==> config.mk <==
export PLATFORM = sky130hd
export DESIGN_NAME = hazard_unit_mc
export DESIGN_NICKNAME = d
export VERILOG_FILES = /design/src/rtl/hazard_pkg.sv /design/src/rtl/hz_lat_cnt.sv /design/src/rtl/hazard_unit_mc.sv
export SDC_FILE = /design/constraint.sdc
export NUM_CORES = 1
export LEC_CHECK = 0
export ABC_AREA = 1
export CAP_MARGIN = 20
export CORE_MARGIN = 2
export CORE_UTILIZATION = 37
export DETAILED_ROUTE_END_ITERATION = 6
export GPL_ROUTABILITY_DRIVEN = 0
export GPL_TIMING_DRIVEN = 1
export PLACE_DENSITY = 0.84
export SETUP_SLACK_MARGIN = 0.4
export SLEW_MARGIN = 20
export SYNTH_ARGS = -nofsm -noshare
export SYNTH_HDL_FRONTEND = slang
export SYNTH_HIERARCHICAL = 1
export SYNTH_SLANG_ARGS = --single-unit
==> constraint.sdc <==
create_clock -name clk -period 3.7 [get_ports clk]
set_input_delay 0.555 -clock clk [delete_from_list [all_inputs] [get_ports clk]]
set_output_delay 0.555 -clock clk [all_outputs]
set_load 0.01 [all_outputs]
==> src/rtl/hazard_pkg.sv <==
// Shared encodings for the multi-cycle hazard controller: forwarding mux
// selects, the ResultSrc code that marks a load, and the latency-counter states.
package hazard_pkg;

  localparam logic [1:0] FWD_RF = 2'b00;  // operand from the register file
  localparam logic [1:0] FWD_W  = 2'b01;  // operand forwarded from W
  localparam logic [1:0] FWD_M  = 2'b10;  // operand forwarded from M

  localparam logic [1:0] RES_LOAD = 2'b01;  // ResultSrc value of a load

  typedef enum logic {
    CNT_IDLE = 1'b0,
    CNT_BUSY = 1'b1
  } cnt_state_e;

endpackage

==> src/rtl/hz_lat_cnt.sv <==
// Occupancy counter for a multi-cycle unit. An op holds its stage for LAT
// cycles. busy_stall asks for that stage to be held while the op still has
// cycles left. adv says the stage is free to move on, which is what lets a
// finished op release the counter.
module hz_lat_cnt
  import hazard_pkg::*;
#(
  parameter int LAT = 4
) (
  input  logic       clk,
  input  logic       rst,
  input  logic       start,
  input  logic       adv,
  output logic       busy_stall,
  output cnt_state_e state_o
);

  localparam int CW = (LAT > 2) ? $clog2(LAT - 1) : 1;
  localparam bit MULTI = (LAT > 1);
  localparam logic [CW-1:0] CNT_INIT = (LAT > 1) ? CW'(LAT - 2) : '0;

  cnt_state_e    state_q;
  logic [CW-1:0] cnt_q;

  // Counter FSM. IDLE arms on a new op. BUSY counts down, holds at 0, and
  // returns to IDLE once the stage advances.
  always_ff @(posedge clk or negedge rst) begin
    if (!rst) begin
      state_q <= CNT_IDLE;
      cnt_q   <= '0;
    end else begin
      case (state_q)
        CNT_IDLE: begin
          if (start && MULTI) begin
            state_q <= CNT_BUSY;
            cnt_q   <= CNT_INIT;
          end
        end
        CNT_BUSY: begin
          if (cnt_q != '0) begin
            cnt_q <= cnt_q - CW'(1);
          end else if (adv) begin
            state_q <= CNT_IDLE;
          end
        end
        default: state_q <= CNT_IDLE;
      endcase
    end
  end

  // A fresh op stalls if it needs more than one cycle. A running op stalls
  // until its last cycle.
  always_comb begin
    busy_stall = start & ((state_q == CNT_IDLE) ? MULTI : (cnt_q != '0));
  end

  assign state_o = state_q;

endmodule

==> src/rtl/hazard_unit_mc.sv <==
// Hazard controller for the 5-stage core with a multi-cycle MUL/DIV in E and
// a multi-cycle data memory in M. It handles M/W forwarding, load-use stalls
// (or full RAW stalls when forwarding is disabled) and mispredict flushes.
// Priority, highest first: memory stall, MUL/DIV stall, decode hazard.
// A mispredict resolving in a free E stage squashes D. Any decode hazard
// raised by that wrong-path D instruction is therefore dropped, so D is never
// both flushed and held in the same cycle.
// md_state_o and mem_state_o expose the two counter FSMs for observation.
module hazard_unit_mc
  import hazard_pkg::*;
#(
  parameter int RA_W    = 5,
  parameter int MD_LAT  = 4,
  parameter int MEM_LAT = 1,
  parameter int FWD_EN  = 1
) (
  input  logic            clk,
  input  logic            rst,
  input  logic [RA_W-1:0] Rs1D,
  input  logic [RA_W-1:0] Rs2D,
  input  logic [RA_W-1:0] Rs1E,
  input  logic [RA_W-1:0] Rs2E,
  input  logic [RA_W-1:0] RdE,
  input  logic [RA_W-1:0] RdM,
  input  logic [RA_W-1:0] RdW,
  input  logic            RegWriteE,
  input  logic            RegWriteM,
  input  logic            RegWriteW,
  input  logic [1:0]      ResultSrcE,
  input  logic            MdE,
  input  logic            MemReqM,
  input  logic            MispredE,
  output logic [1:0]      ForwardAE,
  output logic [1:0]      ForwardBE,
  output logic            StallF,
  output logic            StallD,
  output logic            StallE,
  output logic            StallM,
  output logic            FlushD,
  output logic            FlushE,
  output logic            FlushM,
  output logic            FlushW,
  output logic            md_state_o,
  output logic            mem_state_o
);

  // Forwarding select for one E source. The newer result in M wins over W.
  function automatic logic [1:0] fwd_sel(input logic [RA_W-1:0] rs,
                                         input logic rw_m, input logic [RA_W-1:0] rd_m,
                                         input logic rw_w, input logic [RA_W-1:0] rd_w);
    if (rw_m && (rd_m != '0) && (rd_m == rs)) return FWD_M;
    if (rw_w && (rd_w != '0) && (rd_w == rs)) return FWD_W;
    return FWD_RF;
  endfunction

  // True when a writing stage targets one of the D sources.
  function automatic logic raw_hit(input logic rw, input logic [RA_W-1:0] rd,
                                   input logic [RA_W-1:0] rs1, input logic [RA_W-1:0] rs2);
    return rw && (rd != '0) && ((rd == rs1) || (rd == rs2));
  endfunction

  logic [1:0] fwd_a, fwd_b;
  logic       lwstall, rawstall, dstall;
  logic       md_stall, mem_stall;
  logic       stall_e_int, stall_m_int;
  logic       md_adv, mem_adv;
  logic       redirect, d_hz;
  logic       stall_fd, flush_e_int, flush_m_int, flush_w_int;
  cnt_state_e md_state, mem_state;

  // Forwarding muxes and the decode-stage hazard for the chosen forwarding mode.
  always_comb begin
    fwd_a    = FWD_RF;
    fwd_b    = FWD_RF;
    lwstall  = (ResultSrcE == RES_LOAD) && (RdE != '0) && ((Rs1D == RdE) || (Rs2D == RdE));
    rawstall = raw_hit(RegWriteE, RdE, Rs1D, Rs2D) ||
               raw_hit(RegWriteM, RdM, Rs1D, Rs2D) ||
               raw_hit(RegWriteW, RdW, Rs1D, Rs2D);
    if (FWD_EN != 0) begin
      fwd_a  = fwd_sel(Rs1E, RegWriteM, RdM, RegWriteW, RdW);
      fwd_b  = fwd_sel(Rs2E, RegWriteM, RdM, RegWriteW, RdW);
      dstall = lwstall;
    end else begin
      dstall = rawstall;
    end
  end

  assign md_adv  = ~stall_e_int;
  assign mem_adv = ~stall_m_int;

  hz_lat_cnt #(.LAT(MD_LAT)) u_md_cnt (
    .clk        (clk),
    .rst        (rst),
    .start      (MdE),
    .adv        (md_adv),
    .busy_stall (md_stall),
    .state_o    (md_state)
  );

  hz_lat_cnt #(.LAT(MEM_LAT)) u_mem_cnt (
    .clk        (clk),
    .rst        (rst),
    .start      (MemReqM),
    .adv        (mem_adv),
    .busy_stall (mem_stall),
    .state_o    (mem_state)
  );

  // Stall/flush priority. A flush is only ever asserted on a stage that is moving.
  always_comb begin
    stall_m_int = mem_stall;
    stall_e_int = mem_stall | md_stall;
    redirect    = MispredE & ~stall_e_int;
    d_hz        = dstall & ~redirect;
    stall_fd    = stall_e_int | d_hz;
    flush_e_int = (d_hz & ~stall_e_int) | redirect;
    flush_m_int = md_stall & ~mem_stall;
    flush_w_int = mem_stall;
  end

  // During reset every control output is forced low.
  always_comb begin
    ForwardAE = rst ? fwd_a : FWD_RF;
    ForwardBE = rst ? fwd_b : FWD_RF;
    StallF    = rst & stall_fd;
    StallD    = rst & stall_fd;
    StallE    = rst & stall_e_int;
    StallM    = rst & stall_m_int;
    FlushD    = rst & redirect;
    FlushE    = rst & flush_e_int;
    FlushM    = rst & flush_m_int;
    FlushW    = rst & flush_w_int;
  end

  assign md_state_o  = (md_state == CNT_BUSY);
  assign mem_state_o = (mem_state == CNT_BUSY);

endmodule

* Yosys cells after proc, flatten, opt, wreduce, memory -nomap -nowiden
Index checks and enable logic that the tools add are counted.
** Word-level totals
- Register bits after elaboration :: 5
- Bits in latches :: 0
- Bits in writable memories :: 0
- Memory bits (read-only) :: 0
- Bits of input ports :: 45
- Output and inout bits :: 14
- Word-level logic and storage cells :: 77
- Memories :: 0
** Cells by class
- Add/sub/neg operators :: 2
- Multiply operators :: 0
- Div/mod/pow operators :: 0
- Magnitude comparators :: 0
- Equality and inequality tests :: 9
- Shifts and indexed selects :: 0
- Multiplexer cells :: 29
- Bitwise operators :: 19
- Reduce and logical (&&, ||, !) cells :: 14
** Operator list (count)
- $eq A5 B5 Y1 :: 6
- $mux W2 :: 12
- $mux W1 :: 15
- $reduce_bool A5 Y1 :: 3
- $and A1 B1 Y1 :: 12
- $logic_and A1 B1 Y1 :: 8
- $ne A2 B2 Y1 const B :: 2
- $not A1 Y1 :: 4
- $pmux W2 S2 :: 1
- $or A1 B1 Y1 :: 3
- $eq A2 B1 Y1 const B :: 1
- $pmux W1 S2 :: 1
- $reduce_and A2 Y1 :: 1
- $reduce_bool A2 Y1 :: 1
- $sub A2 B1 Y2 const B :: 1
- $logic_or A1 B1 Y1 :: 1
- $sub A1 B1 Y1 const B :: 1

* Longest topological paths before layout
Gate-level depths: netlist (run 1).
- Depth after elaboration :: 11
- Mapped depth :: 12
- Gate-level depth less buffers :: 11

* By module
Netlist (run 1), hierarchy kept.
** Modules (own cells, without submodules)
- hazard_unit_mc :: times used 1, cells each 119, area an instance 601.8 µm², seq. area each 0.0 µm²
- hz_lat_cnt at u_md_cnt :: times used 1, cells each 20, area an instance 163.9 µm², seq. area each 75.1 µm²
- hz_lat_cnt at u_mem_cnt :: times used 1, cells each 5, area an instance 46.3 µm², seq. area each 25.0 µm²

* Worst setup path after synthesis (run 1)
OpenSTA, ideal clock, no wires.
- Path type :: reg2out
- Start :: register u_md_cnt.cnt_q[0]
- End :: output StallF
- Arrival time :: 1.513 ns
- Required time :: 3.145 ns
- Setup slack :: 1.632 ns
- Stages on the path, launching flop included :: 13
- Buffers on the path :: 1
- Path through :: dfrtp_1 > inv_1 > ha_1 > inv_1 > nand2_1 > nand2_1 > nor2_2 > nand2_2 > nand3b_1 > a21oi_2 > nand2_2 > a21oi_2 > buf_4
** On the way
- Longest elaborated chain between the ends :: 10
** RTL lines
- start, declared :: line hz_lat_cnt.sv:23 : logic [CW-1:0] cnt_q;
- start signal, assigned :: line hz_lat_cnt.sv:41 : cnt_q <= cnt_q - CW'(1);
- $reduce_bool A2 Y1 * :: line hz_lat_cnt.sv:54 : busy_stall = start & ((state_q == CNT_IDLE) ? MULTI : (cnt_q != '0));
- $mux W1 * :: line hz_lat_cnt.sv:54
- $and A1 B1 Y1 * :: line hz_lat_cnt.sv:54
- via md_stall :: line hazard_unit_mc.sv:64 : logic md_stall, mem_stall;
- $or A1 B1 Y1 * :: line hazard_unit_mc.sv:112 : stall_e_int = mem_stall | md_stall;
- $not A1 Y1 :: line hazard_unit_mc.sv:113 : redirect = MispredE & ~stall_e_int;
- $and A1 B1 Y1 :: line hazard_unit_mc.sv:113
- $not A1 Y1 :: line hazard_unit_mc.sv:114 : d_hz = dstall & ~redirect;
- $and A1 B1 Y1 :: line hazard_unit_mc.sv:114
- $or A1 B1 Y1 * :: line hazard_unit_mc.sv:115 : stall_fd = stall_e_int | d_hz;
- $and A1 B1 Y1 *
- end, declared :: line hazard_unit_mc.sv:35 : output logic StallF,
Mark *: on every way through the listed nets, which the timed path passes. The rest lies on a longest branch.

* Final worst setup path (run 1)
- Start :: input MdE
- End :: output StallD
** On the way
- Longest elaborated chain between the ends :: 8
** RTL lines
- start, declared :: line hazard_unit_mc.sv:30 : input logic MdE,
- $and A1 B1 Y1 * :: line hz_lat_cnt.sv:54
- via md_stall :: line hazard_unit_mc.sv:64
- $or A1 B1 Y1 * :: line hazard_unit_mc.sv:112
- $not A1 Y1 :: line hazard_unit_mc.sv:113
- $and A1 B1 Y1 :: line hazard_unit_mc.sv:113
- $not A1 Y1 :: line hazard_unit_mc.sv:114
- $and A1 B1 Y1 :: line hazard_unit_mc.sv:114
- $or A1 B1 Y1 * :: line hazard_unit_mc.sv:115
- $and A1 B1 Y1 * :: line hazard_unit_mc.sv:126 : StallD = rst & stall_fd;
- end, declared :: line hazard_unit_mc.sv:36 : output logic StallD,
Marked as above.

==> metrics.cfg, run 1 <==
[logic_synthesis]
synth_edf_count=0
synth.most_common_cell=nand2_1
synth_top_area_cell=nand2_1
synth_ff_type=dfrtp_1
ys_seq_elements=4
yosysSeqAreaShare=0.123
syn-num-nets=190
ys_top_cells_by_count=nand2_1 (35), inv_1 (23), nor2_1 (21)
synth_top_area_frac=0.162
syn_area_um2=812
yosys-top-cells-area=nand2_1 (16%), xor2_1 (13%), dfrtp_1 (12%)
synth_cell_types=22
async_flop_share=1.00
yosys_warnings=6
synthCells=144
avgSynthCellArea_um2=5.64

[critical_path]
reg2reg_depth=7
r2r_setup_slack_ns=2.40
crit_fanout=4
worst_ep_arrival_time_ns=2.42
critPathKind=primary input to output pin
startpoint_type=primary input
reg2reg_to=u_md_cnt/state_o
cp-end-kind=output pin
r2r_start=u_md_cnt/cnt_q[0]
crit_required_ns=3.14

[clock_tree]
numCtsBuffers=3
cts_hold_buf=0
post_cts_resized=0
post_cts_buffers=0
htree_levels=1
cts.clk_slew.worst_paths_ns=0.04
cts_tree=done
clock_latency_ns=0.24
clock-root-buffer=clkbuf_4
clock_sinks=4
clk_path_buf_depth=2

[timing]
slew_viol_final=0
max_freq_mhz=337
fin_skew_ns=0.00795
worst_slack_ns=0.730
setup_tns_ns=0
hold_viol=0
final-setup-viol-count=0
min_period_ns=2.97
rsz0062_at_grt=false
finalCritPeriodShare=0.803
whs_ns=0.521

[global_routing]
grt_max_degree=11
grt_usage=0.191
grt_pass1_vias=958
antenna_found_initial=0
gr-total-overflow=0
grt_pass1_wl_um=3770

[floorplan]
start_util=0.402
rows=16
fp.dieArea_um2=2590
io_pins=59
fp.coreArea_um2=2020
die_h_um=50.8
fp.dieW_um=50.8

[status]
status=finished, final reports clean

[placement]
dp_cells=222
hpwlAfterDp_um=1990
dp_slack_ns=0.739
portBuffers=54

[worst_hold_path]
hp-start=u_md_cnt/cnt_q[0]
hp-class=flop to flop
min_path_cells=2
min_to=u_md_cnt/cnt_q[0]

[power_and_ir_drop]
power.density_nw_per_um2=265
power.total_uw=367
vdd_drop_max_uv=192
p_leak_nw=0.685

[routing]
drc_errors=0
firstDrtPassIters=4
antenna_left=0
drt_iter0_markers=12
wl_um=2260
routedWlPerCell_um=10.0
num_vias=1004
avgViaCountPerCell=4.46

[cells_and_area]
fillCellCount=181
nets=246
multi_input_area_um2=588
syn_to_final_growth_pct=70.7
instances_no_fill=225
diodes=0
register_area_um2=100
drive_gt1_frac=0.0859

[flow_run]
maxCapViolations=0

## logic make-up after synthesis
| family | synth area share |
|---|---|
| AOI/OAI and AO/OA | 0.0786 |
| xor gates and xnor gates | 0.205 |
| adders and majority gates | 0.0154 |
| buffers and inverters | 0.153 |
| DFF | 0.123 |
| other | 0.00462 |
| and+or+nand+nor | 0.421 |
## area by class of cell
| class | instances | area share |
|---|---|---|
| clock buffer | 3 | 0.0162 |
| tap | 27 | 0.0244 |
| sequential | 4 | 0.0722 |
| inverter | 27 | 0.0731 |
| timing repair buffer | 54 | 0.390 |
| multi-input combinational | 110 | 0.424 |
## sequential cells by signal, summed over array words and instances, names as in the netlist
| signal | cells |
|---|---|
| u_md_cnt/cnt_q | 2 |
| u_mem_cnt/state_o | 1 |
| u_md_cnt/state_o | 1 |
## metrics by stage
stage	cell area, um^2	util
2_1_floorplan	812	-
3_3_place_gp	1360	0.675
3_5_place_dp	1360	0.675
4_1_cts	1390	0.686
5_1_grt	1390	0.686
6_report	1390	0.686
## metal layers
| metal | GRT usage | vias to the layer above | routed length [um] | part of all wire |
|---|---|---|---|---|
| li1 | - | 543 | - | - |
| met1 | 0.198 | 412 | 919 | 0.41 |
| met2 | 0.360 | 45 | 1110 | 0.49 |
| met3 | 0.0556 | 4 | 174 | 0.077 |
| met4 | 0.0721 | 0 | 46 | 0.020 |
| met5 | 0 | - | 0 | 0 |
## power breakdown
part           total, mW  switching, mW  internal, mW  leakage, nW
registers         0.0752         0.0141        0.0611       0.0473
clock network     0.0555         0.0191        0.0363       0.0138
logic              0.237          0.119         0.117        0.624
total              0.367          0.153         0.215        0.685
## worst max-delay path by stage
stage                     cells after the start              start           end  slack (ns)
after floorplan                              12  u_md_cnt/cnt_q[0]        StallF        1.63
after global placement                       10                MdE        StallD        0.78
after detailed placement                     10                MdE        StallD        0.74
after CTS                                    10                MdE        StallD        0.73
after global routing                          6                rst  ForwardBE[0]        0.61
final                                        10                MdE        StallD        0.73
## critical path, stage by stage
cell             delay [ns]
clkdlybuf4s50_1        0.52
nand2_2                0.10
nand2_1                0.10
nor2_2                 0.07
nand2_2                0.07
nand3b_1               0.08
a21oi_2                0.12
nand2_2                0.08
a21oi_2                0.16
clkdlybuf4s50_1        0.56
## cells in the final DEF (no fill, tap or decap), drive strengths merged
cell,instances
nor2b,1
o21ai,4
dfrtp,4
nand2,39
nor2,23
nand3,10
nor3,5
conb,1
xnor2,7
clkbuf,3
nand3b,1
clkdlybuf4s50,54
o211ai,1
ha,1
a21oi,5
inv,27
xor2,12
No activity file was read; power rests on OpenSTA's default activity.
==> run 2: changes to the inputs <==
CORE_UTILIZATION = 31   (was 37)
PLACE_DENSITY = 0.74   (was 0.84)
clock period = 2.7 ns   (was 3.7 ns; I/O delays follow)
==> run 2 against run 1 <==
- via count increased by 2.6%
- first-iteration DRC count rose by 8.3%
- worst hold slack got worse by 0.028 ns
- setup slack lost 0.26 ns
- global-route usage decreased by 3.8 points
- critical path depth decreased by 3
- combinational power increased by 40%
- sequential power up 38%
- final cell count grew 2.2%
- flip-flop and latch count did not move
- clock skew fell by 0.0075 ns
- power rose by 38%
- highest routed layer unchanged
==> metrics.cfg, run 2 (synthesized netlist as in run 1, its figures left out) <==
[power_and_ir_drop]
clock_power_share=0.141
switching_power_uw=209
vdd_drop_max_uv=438
power_frac_seq=0.205
p_leak_nw=0.738
intPower_uw=299
power.density_nw_per_um2=365
swShare=0.412
combPwrFrac=0.654

[routing]
antenna_left=0
drt_iter0_markers=13
wl_um=2380
avgViaCountPerCell=4.48
routedWlPerCell_um=10.3
drc_errors=0
firstDrtPassIters=5
num_vias=1030

[timing]
finalCritPeriodShare=0.824
max_freq_mhz=449
hold_viol=0
min_period_ns=2.23
final-setup-viol-count=0
setup_tns_ns=0
slew_viol_final=0
rsz0062_at_grt=false
fin_skew_ns=0.000487

[clock_tree]
clock_latency_ns=0.23
htree_levels=1
cts_hold_buf=0
numCtsBuffers=3
clock_sinks=4
post_cts_buffers=0
cts.clk_slew.worst_paths_ns=0.04
clock-root-buffer=clkbuf_4
cts_tree=done
clk_path_buf_depth=2

[placement]
portBuffers=54
hpwlAfterDp_um=2100
placed_cell_area_um2=1380

[cells_and_area]
nets=248
drive_gt1_frac=0.130
max_flop_register=u_md_cnt/cnt_q
register_area_um2=100
diodes=0
most-common-layout-cells=clkdlybuf4s50_1 (43), nand2_1 (34), nor2_1 (21), inv_1 (21), xor2_1 (12)
fillCellCount=251
layout_commonest_cell=clkdlybuf4s50_1
syn_to_final_growth_pct=71.5
multi_input_area_um2=593
finish.instance_area_um2=1390
largest_reg_flops=2

[floorplan]
io_pins=59
die_h_um=55.2
start_util=0.328
fp.dieArea_um2=3040
fp.dieW_um=55.2
rows=18
fp.coreArea_um2=2480

[global_routing]
gr-total-overflow=0
grt_use_met1=0.162
grt_use_met2=0.321
grt_use_met3=0.00538
antenna_found_initial=0
grt_pass1_vias=900
grt_max_degree=7
grt_pass1_wl_um=3490
grt_busiest_layer=met2
grt_usage=0.153

[critical_path]
r2r_start=u_md_cnt/cnt_q[0]
crit_required_ns=2.30
reg2reg_to=u_md_cnt/state_o
cp-end-kind=output pin
crit_fanout=3
reg2reg_depth=8
startpoint_type=primary input
r2r_setup_slack_ns=1.38
critPathKind=primary input to output pin
worst_ep_arrival_time_ns=1.82

[flow_run]
maxCapViolations=0

[worst_hold_path]
hp-class=flop to flop
min_to=u_md_cnt/cnt_q[1]
hp-start=u_md_cnt/cnt_q[1]
min_path_cells=2

[status]
status=finished, final reports clean

## run 2: changes by cell type in the layout (fill, tap and decap cells not counted), sizes merged
cell / change
clkbuf: +1
dlymetal6s2s: +2
clkdlybuf4s50: -11
buf: +4
dlygate4sd2: +6
## run 2: per-layer routing
metal  up-vias  share of wire
met5         -              0
met4         0         0.0080
met3         2          0.072
met2        38           0.51
met1       439           0.41
li1        551              -
## run 2: timing repair
| item | in CTS | in global routing |
|---|---|---|
| pin swaps | 1 | 3 |
| resized for setup | 15 | 8 |
| hold endpoints to repair | 0 | 0 |
| setup endpoints to repair | 8 | 5 |
| gates cloned | 0 | 0 |
## run 2: worst max-delay path by stage
stage,startpoint,to,slack [ns],cells past startpoint
detailed placement,MdE,StallD,0.05,10
global route,u_md_cnt/cnt_q[0],StallD,0.40,12
finish,RdW[2],ForwardAE[0],0.47,7
global placement,MdE,StallF,0.09,10
floorplan,u_md_cnt/cnt_q[0],StallF,0.78,12
CTS,MdE,StallD,0.30,10
## run 2: through the flow
stage	utilization	power (mW)	cells	setup slack, ns	hold slack (ns)
floorplan	-	0.278	144	0.782	0.109
global placement	0.558	0.412	227	0.0941	0.466
detailed placement	0.558	0.433	227	0.0468	0.480
CTS	0.562	0.507	230	0.305	0.488
global route	0.562	0.554	230	0.400	0.517
finish	0.562	0.508	230	0.475	0.493
## run 2: power groups by stage
stage	logic [mW]	registers, mW	clock network, mW
after floorplan	0.176	0.101	0
after global placement	0.312	0.100	0
after detailed placement	0.329	0.104	0
after CTS	0.328	0.103	0.0764
after global routing	0.370	0.107	0.0775
final	0.332	0.104	0.0717
## run 2: critical path: stages
cell,delay (ns)
clkdlybuf4s50_1,0.55
xnor2_1,0.13
o21ai_0,0.11
nor3_1,0.15
nand3_1,0.09
nor2_1,0.11
dlygate4sd2_1,0.28
## run 2: final cells by class
class / instances / area share
clock buffer: 3 / 0.0162
inverter: 27 / 0.0728
tap: 30 / 0.0270
multi-input combinational: 110 / 0.426
timing repair buffer: 56 / 0.386
sequential: 4 / 0.0719
==> run 3: changes to the inputs <==
CORE_UTILIZATION = 34   (was 31)
PLACE_DENSITY = 0.78   (was 0.74)
clock period = 2.2 ns   (was 2.7 ns; I/O delays follow)
==> run 3 against run 2 <==
- power is 59% higher
- final cell count is 6.1% higher
- highest routed layer unchanged
- largest power group unchanged
- sequential power is 22% higher
- critical endpoint is now StallD
- clock skew is 0.0082 ns higher
==> metrics.cfg, run 3 (synthesized netlist as in run 1, its figures left out) <==
[floorplan]
fp.dieArea_um2=2800
fp.coreArea_um2=2230
fp.dieW_um=52.9
die_h_um=52.9
start_util=0.364
io_pins=59
rows=17

[routing]
num_vias=1124
routedWlPerCell_um=11.1
wl_um=2700
drt_iter0_markers=15
antenna_left=0
firstDrtPassIters=4
avgViaCountPerCell=4.61
drc_errors=0

[power_and_ir_drop]
combPwrFrac=0.723
switching_power_uw=338
vdd_drop_max_uv=484
power.total_uw=810
intPower_uw=472
power.density_nw_per_um2=530
p_leak_nw=0.862
swShare=0.417
power_frac_seq=0.157
clock_power_share=0.120

[critical_path]
r2r_setup_slack_ns=1.01
startpoint_type=flop
reg2reg_depth=8
crit_required_ns=1.87
crit_fanout=2
worst_ep_arrival_time_ns=1.68
cp-end-kind=output pin
reg2reg_to=u_md_cnt/state_o
critPathKind=flop to output pin
r2r_start=u_md_cnt/cnt_q[1]

[timing]
worst_slack_ns=0.188
hold_viol=0
fin_skew_ns=0.00873
finalCritPeriodShare=0.914
final-setup-viol-count=0
min_period_ns=2.01
slew_viol_final=0
rsz0062_at_grt=true
max_freq_mhz=497

[global_routing]
gr-total-overflow=0
grt_pass1_wl_um=4010
grt_pass1_vias=1010
grt_usage=0.187
antenna_found_initial=0
grt_max_degree=8

[placement]
dp_slack_ns=-0.235
hpwlAfterDp_um=2160
portBuffers=54
placed_cell_area_um2=1470
dp_cells=234

[clock_tree]
cts_hold_buf=0
cts_tree=done
numCtsBuffers=3
clock_latency_ns=0.24
cts.clk_slew.worst_paths_ns=0.05
htree_levels=1
clock-root-buffer=clkbuf_4
clock_sinks=4
clk_path_buf_depth=2

[cells_and_area]
diodes=0
syn_to_final_growth_pct=88.1
finish.instance_area_um2=1530
largest_reg_flops=2
nets=264
most-common-layout-cells=nand2_1 (32), inv_1 (20), nor2_1 (19), clkdlybuf4s50_1 (18), buf_4 (18)
instances_no_fill=244
layout_commonest_cell=nand2_1
drive_gt1_frac=0.259
max_flop_register=u_md_cnt/cnt_q
fin_util=0.684

[worst_hold_path]
hp-class=primary input to async pin

[flow_run]
maxCapViolations=0

[status]
status=finished, final reports clean

[run 3: cell types whose count changed in the layout (fill, tap and decap cells not counted), moves of 3 or more]
cell,before,now
buf_2,2,6
clkdlybuf4s50_1,43,18
buf_4,2,18
dlymetal6s2s_1,2,5
clkdlybuf4s15_1,0,4
dlygate4sd2_1,6,16
[run 3: metrics by stage]
step                      hold slack (ns)  TNS [ns]
after floorplan                    0.0344         0
after CTS                           0.223         0
final                               0.222         0
after detailed placement            0.480     -1.07
after global routing                0.256         0
after global placement              0.466     -1.02
[run 3: area by class of cell]
cell class / count / area (um^2)
Timing Repair Buffer: 72 / 626
Fill cell: 225 / 706
Sequential cell: 4 / 100
Tap cell: 28 / 35.0
Inverter: 27 / 104
Clock buffer: 3 / 22.5
Multi-Input combinational cell: 110 / 641
[run 3: layer usage]
layer  up-vias  GRT usage  wire, um
li1        575          -         -
met1       497      0.206      1020
met2        46      0.388      1490
met3         6     0.0113       166
met4         0     0.0256        21
met5         -          0         0
[run 3: worst max path at each step]
| stage | end | startpoint | depth (start not counted) |
|---|---|---|---|
| 2_1_floorplan | StallF | u_md_cnt/cnt_q[0] | 12 |
| 5_1_grt | StallF | u_md_cnt/cnt_q[0] | 12 |
| 3_5_place_dp | StallF | MdE | 10 |
| 6_report | StallD | u_md_cnt/cnt_q[1] | 12 |
| 3_3_place_gp | StallF | MdE | 10 |
| 4_1_cts | StallF | u_md_cnt/cnt_q[1] | 12 |
[run 3: power groups by stage]
stage | clock, mW | combinational, mW | sequential (mW)
floorplan | 0 | 0.236 | 0.125
detailed placement | 0 | 0.461 | 0.123
global placement | 0 | 0.440 | 0.122
finish | 0.0973 | 0.585 | 0.127
CTS | 0.0974 | 0.525 | 0.125
global route | 0.0983 | 0.629 | 0.130
[run 3: worst max-delay path, stage by stage, from the launching register on]
cell and delay (ns):
dfrtp_1 0.35, inv_2 0.05, ha_4 0.16, inv_4 0.06
nand2_4 0.05, nand2_4 0.07, nor2_4 0.04, nand2_2 0.05
nand3b_1 0.08, a21oi_2 0.12, nand2_2 0.09, a21oi_4 0.19
buf_6 0.12
[run 3: repair_timing]
item,4_1_cts,5_1_grt
cloned,0,0
resized for setup,61,23
endpoints found under the setup margin,10,10
endpoints found under the hold margin,0,0
setup buffers,5,2
pin swaps,8,10
